--- config.mk ---
export PLATFORM = sky130hd
export DESIGN_NAME = time_set_controller
export DESIGN_NICKNAME = d
export VERILOG_FILES = /design/src/rtl/time_set_controller.sv
export SDC_FILE = /design/constraint.sdc
export NUM_CORES = 1
export LEC_CHECK = 0
export ABC_AREA = 1
export CORE_MARGIN = 1
export CORE_UTILIZATION = 60
export CTS_CLUSTER_SIZE = 16
export DETAILED_ROUTE_END_ITERATION = 8
export PLACE_DENSITY = 0.79
export SETUP_SLACK_MARGIN = 0.15
export SKIP_LAST_GASP = 1
export SLEW_MARGIN = 30
export SYNTH_ARGS = -nofsm -noshare
export SYNTH_HDL_FRONTEND = slang
export SYNTH_SLANG_ARGS = --single-unit
--- constraint.sdc ---
create_clock -name clock -period 4.4 [get_ports clock]
set_input_delay 0.88 -clock clock [delete_from_list [all_inputs] [get_ports clock]]
set_output_delay 0.88 -clock clock [all_outputs]
set_load 0.02 [all_outputs]
--- src/rtl/time_set_controller.sv ---
// -----------------------------------------------------------------------------
// time_set_controller
//
// Front-panel controller for setting a clock's minutes and hours with two
// active-low push keys.  Both keys are synchronized and debounced.  Mode-key
// presses step the mode SHOW -> SET_MIN -> SET_HOUR -> STOP -> SHOW.
// Add-key presses, plus auto-repeat while the key is held, issue minute or
// hour increment pulses in the two SET modes.  The digit pair being edited
// blinks.  This block only issues commands: the minute/hour values and their
// wrap-around are kept by the datapath.
//
// Parameters
//   DEBOUNCE_CYCLES  clocks a synchronized key level must differ from the
//                    filtered level before it is accepted (2..65535)
//   REPEAT_DELAY     ticks the add key is held before auto-repeat (1..255)
//   REPEAT_RATE      ticks between auto-repeat increments          (1..255)
//   BLINK_TICKS      ticks per blink half-period                   (1..255)
//
// Ports
//   clock           system clock, rising edge
//   reset           asynchronous, active-low reset
//   i_key_mode      raw mode key, active-low, asynchronous
//   i_key_add       raw add key, active-low, asynchronous
//   i_tick_in       one-clock timebase pulse (the seconds tick)
//   o_mode          0=SHOW 1=SET_MIN 2=SET_HOUR 3=STOP
//   o_run_enable    1 only in SHOW; lets the time counters run
//   o_minute_inc    one-clock pulse: advance minute, no carry into hour
//   o_hour_inc      one-clock pulse: advance hour
//   o_second_clear  one-clock pulse: zero the seconds counter
//   o_blank_minute  1 = blank the minute digits
//   o_blank_hour    1 = blank the hour digits
// -----------------------------------------------------------------------------
module time_set_controller #(
  parameter int unsigned DEBOUNCE_CYCLES = 1024,
  parameter int unsigned REPEAT_DELAY    = 8,
  parameter int unsigned REPEAT_RATE     = 2,
  parameter int unsigned BLINK_TICKS     = 4
) (
  input  logic       clock,
  input  logic       reset,
  input  logic       i_key_mode,
  input  logic       i_key_add,
  input  logic       i_tick_in,
  output logic [1:0] o_mode,
  output logic       o_run_enable,
  output logic       o_minute_inc,
  output logic       o_hour_inc,
  output logic       o_second_clear,
  output logic       o_blank_minute,
  output logic       o_blank_hour
);

  localparam logic [1:0] S_SHOW     = 2'd0;
  localparam logic [1:0] S_SET_MIN  = 2'd1;
  localparam logic [1:0] S_SET_HOUR = 2'd2;
  localparam logic [1:0] S_STOP     = 2'd3;

  localparam int unsigned K_MODE = 0;
  localparam int unsigned K_ADD  = 1;

  localparam int unsigned        DBW        = $clog2(DEBOUNCE_CYCLES);
  localparam logic [DBW-1:0]     DB_LAST    = DBW'(DEBOUNCE_CYCLES - 1);
  localparam logic [7:0]         REP_DELAY  = 8'(REPEAT_DELAY);
  localparam logic [7:0]         REP_RATE   = 8'(REPEAT_RATE);
  localparam logic [7:0]         BLINK_LAST = 8'(BLINK_TICKS - 1);

  // ---------------------------------------------------------------------------
  // Key conditioning: 2-flop synchronizer, debounce filter, press detect.
  // Index K_MODE / K_ADD.  Levels are active-low, so 1 = released.
  // ---------------------------------------------------------------------------
  logic [1:0]     r_sync1;
  logic [1:0]     r_sync2;
  logic [1:0]     r_filt;
  logic [1:0]     r_filt_d;
  logic [1:0]     r_press;
  logic [DBW-1:0] r_db_cnt [2];

  // The filter accepts a new level on the DEBOUNCE_CYCLES-th consecutive
  // clock of disagreement.  The registered press stage then puts the
  // command outputs exactly DEBOUNCE_CYCLES+3 clocks after the first edge
  // that samples the new raw level.
  always_ff @(posedge clock or negedge reset) begin
    if (!reset) begin
      r_sync1  <= '1;
      r_sync2  <= '1;
      r_filt   <= '1;
      r_filt_d <= '1;
      r_press  <= '0;
      for (int unsigned k = 0; k < 2; k++) begin
        r_db_cnt[k] <= '0;
      end
    end else begin
      r_sync1  <= {i_key_add, i_key_mode};
      r_sync2  <= r_sync1;
      r_filt_d <= r_filt;
      r_press  <= r_filt_d & ~r_filt;
      for (int unsigned k = 0; k < 2; k++) begin
        if (r_sync2[k] == r_filt[k]) begin
          r_db_cnt[k] <= '0;
        end else if (r_db_cnt[k] == DB_LAST) begin
          r_filt[k]   <= r_sync2[k];
          r_db_cnt[k] <= '0;
        end else begin
          r_db_cnt[k] <= r_db_cnt[k] + 1'b1;
        end
      end
    end
  end

  // ---------------------------------------------------------------------------
  // Mode FSM, increment generation, auto-repeat and blink.
  // ---------------------------------------------------------------------------
  logic [1:0] r_mode;
  logic       r_armed;
  logic       r_repeating;
  logic [7:0] r_rep_cnt;
  logic [7:0] r_blink_cnt;
  logic       r_phase;

  logic       w_mode_press;
  logic       w_add_press;
  logic       w_add_held;
  logic       w_set_mode;
  logic [1:0] w_mode_next;
  logic [7:0] w_rep_limit;
  logic       w_rep_fire;
  logic       w_inc;
  logic       w_phase_next;

  always_comb begin
    w_mode_press = r_press[K_MODE];
    w_add_press  = r_press[K_ADD];
    w_add_held   = ~r_filt[K_ADD];
    w_set_mode   = (r_mode != S_SHOW) && (r_mode != S_STOP);
    w_mode_next  = w_mode_press ? (r_mode + 2'd1) : r_mode;
    w_rep_limit  = r_repeating ? REP_RATE : REP_DELAY;
    w_rep_fire   = r_armed && w_add_held && i_tick_in &&
                   ((r_rep_cnt + 8'd1) == w_rep_limit);
    // A mode press in the same clock swallows any add action.
    w_inc        = !w_mode_press && w_set_mode && (w_add_press || w_rep_fire);
    w_phase_next = r_phase;
    if (w_inc) begin
      w_phase_next = 1'b0;
    end else if (i_tick_in && (r_blink_cnt == BLINK_LAST)) begin
      w_phase_next = ~r_phase;
    end
  end

  always_ff @(posedge clock or negedge reset) begin
    if (!reset) begin
      r_mode         <= S_SHOW;
      r_armed        <= 1'b0;
      r_repeating    <= 1'b0;
      r_rep_cnt      <= '0;
      r_blink_cnt    <= '0;
      r_phase        <= 1'b0;
      o_run_enable   <= 1'b1;
      o_minute_inc   <= 1'b0;
      o_hour_inc     <= 1'b0;
      o_second_clear <= 1'b0;
      o_blank_minute <= 1'b0;
      o_blank_hour   <= 1'b0;
    end else begin
      r_mode         <= w_mode_next;
      o_run_enable   <= (w_mode_next == S_SHOW);
      o_second_clear <= w_mode_press && (w_mode_next == S_SET_MIN);
      o_minute_inc   <= w_inc && (r_mode == S_SET_MIN);
      o_hour_inc     <= w_inc && (r_mode == S_SET_HOUR);

      // Repeat is armed only by an accepted add press and dropped on any
      // release, mode change or non-editing mode.
      if (w_mode_press || !w_add_held || !w_set_mode) begin
        r_armed     <= 1'b0;
        r_repeating <= 1'b0;
        r_rep_cnt   <= '0;
      end else if (w_add_press) begin
        r_armed     <= 1'b1;
        r_repeating <= 1'b0;
        r_rep_cnt   <= '0;
      end else if (r_armed && i_tick_in) begin
        if (w_rep_fire) begin
          r_repeating <= 1'b1;
          r_rep_cnt   <= '0;
        end else begin
          r_rep_cnt   <= r_rep_cnt + 8'd1;
        end
      end

      // An increment restarts the blink so the edited digits show at once.
      if (w_inc) begin
        r_blink_cnt <= '0;
      end else if (i_tick_in) begin
        if (r_blink_cnt == BLINK_LAST) begin
          r_blink_cnt <= '0;
        end else begin
          r_blink_cnt <= r_blink_cnt + 8'd1;
        end
      end
      r_phase        <= w_phase_next;
      o_blank_minute <= w_phase_next && (w_mode_next == S_SET_MIN);
      o_blank_hour   <= w_phase_next && (w_mode_next == S_SET_HOUR);
    end
  end

  assign o_mode = r_mode;

endmodule

Yosys cells after proc, flatten, opt, wreduce, memory -nomap -nowiden. Cells that the tools add are included. W data, S select, Z words.

Output and inout port bits: 8. Input port bits: 5. RAM bits: 0. Flip-flop bits (word level): 57. Memories: 0. Logic and storage cells: 90. Bits in read-only memories: 0. Bits in latches: 0.

Mux-type cells: 21. Add/subtract/negate cells: 5. Shift operators: 0. Equal/unequal tests: 11. Reductions and logical operators: 27. Divide/modulo/power cells: 0. Multipliers: 0. $lt $le $gt $ge: 0. Bitwise gates (word level): 6.

Operator list (number): $mux W8 (7); $mux W10 (4); $add A10 B1 Y10 const B (2); $eq A10 B10 Y1 const B (2); $add A8 B1 Y8 const B (2); $logic_and A1 B1 Y1 (13); $eq A8 B2 Y1 const B (1); $eq A8 B4 Y1 (1); $mux W1 (8); $reduce_and A2 Y1 (3); $reduce_bool A2 Y1 (3); $reduce_bool A3 Y1 (2); $eq A2 B1 Y1 const B (2); $eq A2 B2 Y1 const B (2); $mux W4 (1); $not A1 Y1 (4); $logic_or A1 B1 Y1 (3); $add A2 B1 Y2 const B (1); $and A2 B2 Y2 (1); $eq A1 B1 Y1 (2); $logic_not A1 Y1 (2); $logic_not A2 Y1 (1); $mux W2 (1); $ne A2 B2 Y1 const B (1); $not A2 Y2 (1).

Logic depth before layout (Yosys ltp).
Depth in word-level cells: 8. Mapped depth: 13. Gate-level depth less buffers: 13.

Least setup slack after synthesis. Ideal clock, no wire load.

Path type: input-to-reg. Start: input port i_tick_in. End: register r_blink_cnt[3]. Setup slack: 2.614 ns. Required time: 4.279 ns. Stages: 11. Data arrival time: 1.666 ns. Path through: nand2_2 > nor2_1 > nand2_1 > nor2_1 > nand2_1 > nor2_4 > nand2_4 > nand2_4 > nand2_4 > nand2_4 > nor2_2.

Longest elaborated chain between the ends: 5. Elaborated cells on any way between the ends: 6.

RTL lines: start, declared (line 43) `input logic i_tick_in,`; $logic_and A1 B1 Y1 (2 in a row) (line 137) `w_rep_fire = r_armed && w_add_held && i_tick_in &&`; $logic_or A1 B1 Y1 (line 140) `w_inc = !w_mode_press && w_set_mode && (w_add_press || w_rep_fire);`; $logic_and A1 B1 Y1 (line 140); $mux W8 or $reduce_bool A2 Y1 (tied branches); end signal, assigned (line 196) `r_blink_cnt <= r_blink_cnt + 8'd1;`; end, declared (line 117) `logic [7:0] r_blink_cnt;`.

Several ways; a longest one is shown, not always the timed one. A chain may end at the register's enable or synchronous reset.

Worst setup path in the final report.
Start: register o_run_enable. End: output port o_run_enable.

RTL lines: start, declared (line 45) `output logic o_run_enable,`; start signal, assigned (line 165) `o_run_enable <= (w_mode_next == S_SHOW);`.

No word-level cell between the ends.

==> qor_table.md <==
| Group | Parameter | This run |
|:---|:---|:---|
| run status | Status | finished, final reports clean |
| pwr | Leakage dissipation | 1.38 nW |
| placed design | Count of input and output buffers | 12 |
| worst setup path | Largest delay contributor family on the critical path | buffers and inverters |
| sta | Minimum period implied by the final worst setup slack | 2.31 ns |
| worst setup path | Launching element type of the critical path | flip-flop |
| sta | RSZ-0062 raised after global routing | false |
| clock network | Insertion delay to the later sink of the worst-skew pair | 0.33 ns |
| floorplanning | Area of the placeable core | 4350 um^2 |
| sta | Worst clock skew | 0.00395 ns |
| worst setup path | Slowest CP cell | clkdlybuf4s50_1 |
| worst setup path | Worst Path Arrival | 1.43 ns |
| global route | Maximum number of pins on one net before global-route repair | 58 |
| routing | Number of detailed-routing iterations run before antenna repair | 5 |
| global route | Aggregate global-route resource usage | 0.219 |
| placed design | Gpl congestion | 0.920 |
| logic synthesis | Sequential area share after synthesis | 0.531 |
| floorplanning | Die boundary width | 69.1 um |
| routing | WL final | 4.54 mm |
| clock network | Total of hold buffers inserted after clock tree synthesis | 0 |
| placed design | Detailed placement HPWL | 3.23 mm |
| pwr | Power density over cell area | 369 nW/um^2 |
| logic synthesis | Dominant combinational cell family by area after synthesis | simple AND/OR/NAND/NOR gates |
| run | Number of maximum-capacitance constraint violations | 0 |
| final layout | Fraction of layout cells with a size suffix above 1 | 0.148 |
| worst setup path | Max Fanout on Critical Path | 1 |
| worst setup path | Endpoint kind of the worst setup timing path | output port |
| routing | Number of DRC markers after the initial detailed-route iteration | 120 |
| logic synthesis | Synth Area in Simple Gates | 0.263 |
| routing | Highest metal layer used by the detailed router | met4 |
| clock network | Resize count post-CTS | 0 |
| sta | Setup tns final | 0 ns |
| global route | First-pass GRT wire length | 8.07 mm |
| worst hold path | Tightest Hold Check Type | flip-flop to flip-flop |
| clock network | Number of clock buffers inserted by TritonCTS | 9 |
| logic synthesis | Synth Area in Compound Gates | 0.0601 |
| logic synthesis | Cell area after synthesis | 2710 um^2 |
| sta | Final setup violation count | 0 |
| floorplanning | Die outline area | 4780 um^2 |
| worst setup path | CP Data Required Time | 3.52 ns |
| logic synthesis | Synthesis-stage register bit count | 57 |
| clock network | Post-CTS Setup Inserts | 0 |
| routing | Total length of routed met3 wires | 187 um |
| final layout | Layout-stage area growth over the synthesis result | 12.7% |
| floorplanning | DIE HEIGHT | 69.1 um |
| routing | Wire length per cell after detailed routing | 11.8 um |
| final layout | Nets@finish | 338 |
| floorplanning | Starting Density | 0.621 |
| global route | Overflow left after global routing | 0 |
| global route | Initial antenna violation count | 0 |
| sta | Max frequency | 433 MHz |
| logic synthesis | Post-Syn Area per Cell | 8.90 um^2 |
| clock network | Number of clock sinks | 57 |
| worst setup path | Total buffers and inverters traversed by the critical path | 1 |
| sta | Slew @ Worst Pin | 0.665 ns |
| clock network | H-tree lvl count | 3 |
| clock network | Root buffer cell | clkbuf_8 |
| pwr | Max VDD drop | 0.000219 V |
| global route | Vias in the first global route | 1904 |
| logic synthesis | Synth Area in XOR/XNOR | 0.0486 |
| clock network | Clock transition at the register clock pins on the worst setup and hold paths after CTS | 0.06 ns |
| logic synthesis | Synth Area in Adders | 0.0278 |
| routing | Antenna-violating nets left | 0 |
| sta | Count of final hold-check violations | 0 |
| logic synthesis | Synth Instances | 304 |
| clock network | Largest buffer count on any clock path | 2 |
| logic synthesis | Library cells used by synthesis | 29 |
| logic synthesis | Number of warnings reported in the yosys synthesis log | 0 |
| routing | Number of vias after detailed routing | 1963 |
| routing | Routed length on met2 | 2.22 mm |
| sta | Pins Over Slew Limit | 0 |
| routing | Number of vias per cell after detailed routing | 5.11 |
| worst hold path | Min-delay src | r_sync1[1] |
| logic synthesis | Mux contribution to synthesized area | 0.00370 |
| floorplanning | Number of I/O pins | 13 |
| sta | Tightest slew margin relative to the limit | 0.557 |
| logic synthesis | Net count of the mapped netlist | 315 |
| floorplanning | Number of rows created at floorplan | 24 |
| worst setup path | Ordered list of cells on the worst path | clkdlybuf4s50_1 |
| sta | Portion of the clock cycle consumed by the worst path in the final layout | 0.525 |
| routing | DRC violations left | 0 |
| worst setup path | Setup CP Type | flip-flop to output port |
| clock network | CTS tree | done |
| worst setup path | Worst reg2reg startpoint | o_mode[0] |
| worst setup path | Critical path origin | o_run_enable |
| final layout | Inserted Diodes | 0 |
| final layout | Post-Route Utilization | 0.700 |
| routing | Metal1 wirelength | 2.09 mm |
| worst setup path | Largest stage delay on the critical path | 0.59 ns |
==> area by class of cell <==
class                   count  area, um^2
flip-flops and latches     57        1440
repair buffers             13         123
inverters                  45         169
clock inverters             6        35.0
well taps                  52        65.1
clock buffers              10         128
multi-input cells         201        1090
fillers                   334        1310
==> cells in the mapped netlist <==
library cell | instances | area [um^2]
nand2_1 | 55 | 206
dfrtp_1 | 48 | 1200
inv_1 | 43 | 161
nor2_1 | 43 | 161
nand3_1 | 15 | 75.1
a21oi_1 | 12 | 60.1
o21ai_0 | 11 | 55.1
nand4_1 | 10 | 62.6
dfstp_2 | 9 | 236
xnor2_1 | 8 | 70.1
nor2_2 | 7 | 43.8
xor2_1 | 7 | 61.3
ha_1 | 6 | 75.1
nor3_1 | 5 | 25.0
nand2_2 | 4 | 25.0
nand2_4 | 4 | 45.0
nor2_4 | 3 | 33.8
inv_2 | 2 | 7.51
o41ai_1 | 2 | 17.5
a31oi_1 | 1 | 6.26
buf_4 | 1 | 7.51
mux2i_1 | 1 | 10.0
nand3b_1 | 1 | 7.51
nor3b_1 | 1 | 7.51
nor4_2 | 1 | 12.5
o211ai_1 | 1 | 7.51
o21ai_2 | 1 | 8.76
o21bai_1 | 1 | 7.51
or2_2 | 1 | 6.26
==> worst register-to-register path: cells and delay by family, from the launching register on <==
| kind | cells | cell delay [ns] |
|---|---|---|
| adder cells (fa/ha/maj) | 1 | 0.34 |
| AO/OA/AOI/OAI | 1 | 0.21 |
| buffers and inverters | 3 | 0.28 |
| AND/OR/NAND/NOR | 4 | 0.61 |
| flip-flops | 1 | 0.40 |
==> path summary, 6_finish.rpt <==
path	endpoint	slack (ns)	depth (start not counted)
setup / recovery	o_run_enable	2.09	1
max in group asynchronous	o_mode[1]	3.29	2
hold reg to reg	r_sync2[1]	0.36	0
min in group asynchronous	r_rep_cnt[6]	0.66	2
hold / removal	r_sync2[1]	0.36	0
setup reg to reg	r_rep_cnt[0]	2.46	9
==> cells by family (layout without fill, tap and decap cells) <==
kind of cell | after synthesis | count (layout)
xor gates and xnor gates | 15 | 15
adders and majority gates | 6 | 6
DFF | 57 | 57
buffers and inverters | 46 | 74
AOI/OAI and AO/OA | 29 | 29
and+or+nand+nor | 150 | 150
muxes | 1 | 1
==> registers in the layout, summed over array words and instances (netlist names), 2 cells and up <==
signal and flops:
r_rep_cnt 8, r_press 2, r_db_cnt 20, r_blink_cnt 8, r_filt 2, r_sync2 2, o_mode 2, r_sync1 2
r_filt_d 2
==> cells in the final DEF, fill, tap and decap left out, types with 2 or more instances in the layout <==
cell             instances
xnor2_1                  8
nand3_1                 15
clkdlybuf4s50_1         11
dfstp_2                  9
xor2_1                   7
nor2_1                  43
a21oi_1                 12
inv_1                   43
nor2_4                   3
ha_1                     6
nand2_2                  4
nand2_1                 55
o41ai_1                  2
nor3_1                   5
nand4_1                 10
o21ai_0                 11
nand2_4                  4
nor2_2                   7
inv_2                    2
clkinv_2                 4
clkbuf_8                 9
clkinvlp_4               2
dfrtp_1                 48
==> power breakdown <==
group	total, mW	internal (mW)	switching, mW
Combinational	0.133	0.0546	0.0784
Clock	0.396	0.199	0.197
Sequential	0.597	0.564	0.0332
Total	1.13	0.818	0.309
==> layer usage <==
metal | track usage | up-vias
li1 | - | 1005
met1 | 0.274 | 923
met2 | 0.343 | 31
met3 | 0.0760 | 4
met4 | 0.0975 | 0
met5 | 0 | -
==> through the flow <==
stage	instance area (um^2)	hold slack [ns]	setup WS (ns)	power (mW)	std cells
final	3050	0.356	2.09	1.13	384
after global routing	3050	0.358	2.05	1.19	384
after CTS	3050	0.357	2.08	1.14	384
after detailed placement	2890	0.348	1.88	0.738	368
after global placement	2890	0.347	1.94	0.731	368
after floorplan	2710	0.345	2.61	0.697	304
No activity file was read; power rests on OpenSTA's default activity.
==> RTL edit 1, RTL diff (same flow settings) <==
`DEBOUNCE_CYCLES`: 1024 -> 512.
--- a/src/rtl/time_set_controller.sv
+++ b/src/rtl/time_set_controller.sv
@@ -32,5 +32,5 @@
 // -----------------------------------------------------------------------------
 module time_set_controller #(
-  parameter int unsigned DEBOUNCE_CYCLES = 1024,
+  parameter int unsigned DEBOUNCE_CYCLES = 512,
   parameter int unsigned REPEAT_DELAY    = 8,
   parameter int unsigned REPEAT_RATE     = 2,
Check against the original RTL: same outputs for any inputs over 10 cycles, from zero or initial values and one cycle with reset low; that may be too few to reach the edited logic, so the function may still have changed.
==> RTL edit 1 against the original RTL <==
Die area down 5.1%; routed wire length down 12%; setup slack better by 0.030 ns; via count down 7.7%; synthesized area down 5.3%; power down 18%; design area down 7.0%; global-route usage down 1.4 points; non-clock buffer count unchanged; sequential cell count down 2; fmax up 1.3%; critical path type unchanged; highest routed layer unchanged.
==> RTL edit 1: results (changes against the original RTL) <==
stage	metric	value	unit	change
status	status	complete, no violations		
global_route	antenna_found_initial	0		unchanged
clock_tree	numCtsBuffers	5		-4
placed_design	place_congestion	0.890		-3.2%
sta	tightest_slew	0.509	ns	-0.155 ns
layout	drive_above_1_share	10.3	%	-4.4 points
layout	finalNetCount	322		-4.7%
setup_path	r2r_slack	2.56	ns	+0.10 ns
global_route	grt_pass1_vias	1689		-11%
routing	wirelength	4020	um	-12%
routing	via_count	1812		-7.7%
routing	firstDrtPassIters	4		-1
synth	synth_flop_cell	dfrtp_1		
synth	syn_area_per_cell	8.81	um2	-1.0%
placed_design	dpl.hpwl	3050	um	-5.7%
setup_path	rr_endpoint	r_rep_cnt[5]		
sta	skew	0.00521	ns	+0.00126 ns
power	vdd_drop_max	229	uV	+4.7%
global_route	grt_pass1_wl	6870	um	-15%
synth	yosys-top-cells-count	nand2_1, inv_1, dfrtp_1, nor2_1, nand3_1		
layout	top_regs	r_db_cnt (18), r_blink_cnt (8), r_rep_cnt (8)		
global_route	met2_usage	35.0	%	+0.70 points
placed_design	placed_cells	352		-4.3%
clock_tree	clkTransAtPathRegs	0.09	ns	+0.03 ns
power	power.leakage	1.32	nW	-4.9%
global_route	grt_max_degree	34		-41%
clock_tree	clk_latency	0.29	ns	-0.04 ns
routing	drtIter0Drc	97		-19%
global_route	use_met3	4.56	%	-3.0 points
clock_tree	htreeDepth	2		-1
global_route	grt_usage	20.4	%	-1.4 points
clock_tree	postCtsSetupRepairBufs	0		unchanged
power	intPower	0.699	mW	-14%
synth	syn-num-nets	304		-3.5%
setup_path	crit_arrival	1.40	ns	-0.03 ns
synth	ys_types	30		+3.4%
synth	yosysSeqAreaShare	54.2	%	+1.0 points
routing	wire_per_inst	11.2	um	-5.7%
-- RTL edit 1: changes by cell type after synthesis, moves of 4 or more --
cell	before	now
nor3b_1	1	7
nand4_1	10	4
inv_1	43	48
nand2_1	55	50
nand2_4	4	0
a21oi_1	12	6
-- RTL edit 1: layer usage --
layer / wire [um] / share of wire, %
met4: 35 / 0.87
met1: 1920 / 48
met2: 1970 / 49
met5: 0 / 0
met3: 90 / 2.2
-- RTL edit 1: kinds of logic after synthesis --
family / Yosys count / share of synthesized area (%)
XOR/XNOR: 9 / 3.08
flip-flops: 55 / 54.2
AO/OA/AOI/OAI: 24 / 5.62
AND/OR/NAND/NOR: 143 / 25.2
adder cells (fa/ha/maj): 8 / 3.91
buffers and inverters: 51 / 7.57
multiplexers: 1 / 0.439
-- RTL edit 1: how the worst min path moves through the flow --
stage,slack (ns),to,startpoint
6_report,0.36,r_sync2[1],r_sync1[1]
4_1_cts,0.37,r_sync2[0],r_sync1[0]
3_5_place_dp,0.35,r_sync2[0],r_sync1[0]
3_3_place_gp,0.35,r_sync2[1],r_sync1[1]
2_1_floorplan,0.35,r_sync2[0],r_sync1[0]
5_1_grt,0.37,r_sync2[0],r_sync1[0]
-- RTL edit 1: metrics by stage --
stage | worst slack (ns) | hold slack (ns) | power, mW | util (%)
6_report | 2.12 | 0.364 | 0.922 | 69.9
3_3_place_gp | 1.92 | 0.347 | 0.653 | 67.5
3_5_place_dp | 1.87 | 0.353 | 0.656 | 67.5
2_1_floorplan | 2.59 | 0.345 | 0.624 | -
5_1_grt | 2.04 | 0.370 | 0.976 | 69.9
4_1_cts | 2.10 | 0.367 | 0.936 | 69.9
-- RTL edit 1: area by class of cell --
| class | instances | area (um2) |
|---|---|---|
| clock buffer | 7 | 86.3 |
| clock inverter | 1 | 8.76 |
| fill | 321 | 1220 |
| inverter | 49 | 186 |
| multi-input combinational | 185 | 981 |
| sequential | 55 | 1390 |
| tap | 50 | 62.6 |
| timing repair buffer | 13 | 123 |
-- RTL edit 1: power groups by stage --
stage | sequential (mW) | clock, mW | combinational (mW)
global route | 0.557 | 0.309 | 0.109
detailed placement | 0.562 | 0 | 0.0934
CTS | 0.552 | 0.289 | 0.0941
floorplan | 0.558 | 0 | 0.0665
global placement | 0.561 | 0 | 0.0923
finish | 0.553 | 0.276 | 0.0928
==> RTL edit 2, RTL diff (same settings) <==
Without the edit above. Add an input register stage for `i_key_add`; this delays it by one clock. The other inputs are not delayed to match.
--- a/src/rtl/time_set_controller.sv
+++ b/src/rtl/time_set_controller.sv
@@ -65,4 +65,10 @@
   localparam logic [7:0]         BLINK_LAST = 8'(BLINK_TICKS - 1);
 
+  logic i_key_add_q;
+
+  always_ff @(posedge clock) begin
+    i_key_add_q <= i_key_add;
+  end
+
   // ---------------------------------------------------------------------------
   // Key conditioning: 2-flop synchronizer, debounce filter, press detect.
@@ -91,5 +97,5 @@
       end
     end else begin
-      r_sync1  <= {i_key_add, i_key_mode};
+      r_sync1  <= {i_key_add_q, i_key_mode};
       r_sync2  <= r_sync1;
       r_filt_d <= r_filt;
Formal check against the unedited RTL: no difference found for any inputs over 10 cycles, from zero or initial values and one cycle with reset low; that may be too few to reach the edited logic, so the function may still have changed.
==> RTL edit 2 against the original RTL <==
Routed wire length fell by 4.5%; non-clock buffer count did not move; synthesized area fell by 1.3%; die area fell by 1.3%; design area fell by 0.74%; highest routed layer unchanged; largest power group unchanged; power rose by 3.6%; sequential cell count rose by 1; setup slack got worse by 0.063 ns.
==> RTL edit 2: results (changes against the original RTL) <==
stage	metric	value	unit	change
routing	via_per_inst	5.15		+0.70%
global_route	use_met3	6.41	%	-1.2 points
layout	buf_share	4.05	%	+0.030 points
setup_path	critPathTopFamily	simple AND/OR/NAND/NOR gates		
layout	clock_area_share	6.04	%	+0.70 points
synth	synthCells	288		-5.3%
status	status	complete, no violations		
layout	ff_latch_area	0.00146	mm2	+1.4%
global_route	met2_usage	34.4	%	+0.13 points
global_route	grt_pass1_vias	1727		-9.3%
routing	firstDrtPassIters	4		-1
placed_design	place_congestion	0.919		about the same
synth	synth_area_leaders	dfrtp_1, dfstp_2, nand2_1, nor2_1, inv_1		
layout	n_all_inverters	37		-18%
layout	multi_input_area	0.00106	mm2	-2.8%
sta	slew-limit-headroom	54.5	%	-1.1 points
setup_path	critPathMaxStageDelay	0.72	ns	+0.13 ns
routing	drtIter0Drc	143		+19%
floorplan	rows	23		-4.2%
synth	ys_types	33		+14%
layout	n_clock_buffer	14		+4
placed_design	pre_cts_slack	1.69	ns	-0.196 ns
synth	synth.mux.area_fraction	0.375	%	+0.0050 points
synth	yosys-top-cells-count	nand2_1, dfrtp_1, nor2_1		
global_route	grt_pass1_wl	7060	um	-12%
synth	synth_compound_gate_area_share	4.64	%	-1.4 points
layout	finalNetCount	322		-4.7%
synth	syn-num-nets	299		-5.1%
power	vdd_drop_max	336	uV	+54%
## RTL edit 2: changes by cell type in the layout (fill, tap and decap cells not counted), sizes merged, moves of 3 or more
cell and change:
a21oi -9, inv -8, nor3b +8, clkbuf +4, nand2 -4, nor3 -3
## RTL edit 2: worst paths after layout
| check | slack [ns] | end | from | cells after the start |
|---|---|---|---|---|
| setup / recovery | 2.03 | r_blink_cnt[6] | i_tick_in | 12 |
| hold / removal | 0.30 | r_sync1[1] | i_key_add_q | 0 |
| setup reg to reg | 2.48 | r_rep_cnt[3] | o_mode[0] | 8 |
| hold reg to reg | 0.30 | r_sync1[1] | i_key_add_q | 0 |
| max in group asynchronous | 3.27 | r_db_cnt[7] | reset | 2 |
| min in group asynchronous | 0.68 | r_rep_cnt[4] | reset | 2 |
## RTL edit 2: where the power goes
part	switching [mW]	leakage (nW)	internal, mW
Clock	0.189	0.0965	0.249
Sequential	0.0360	0.757	0.573
Combinational	0.0682	0.542	0.0521
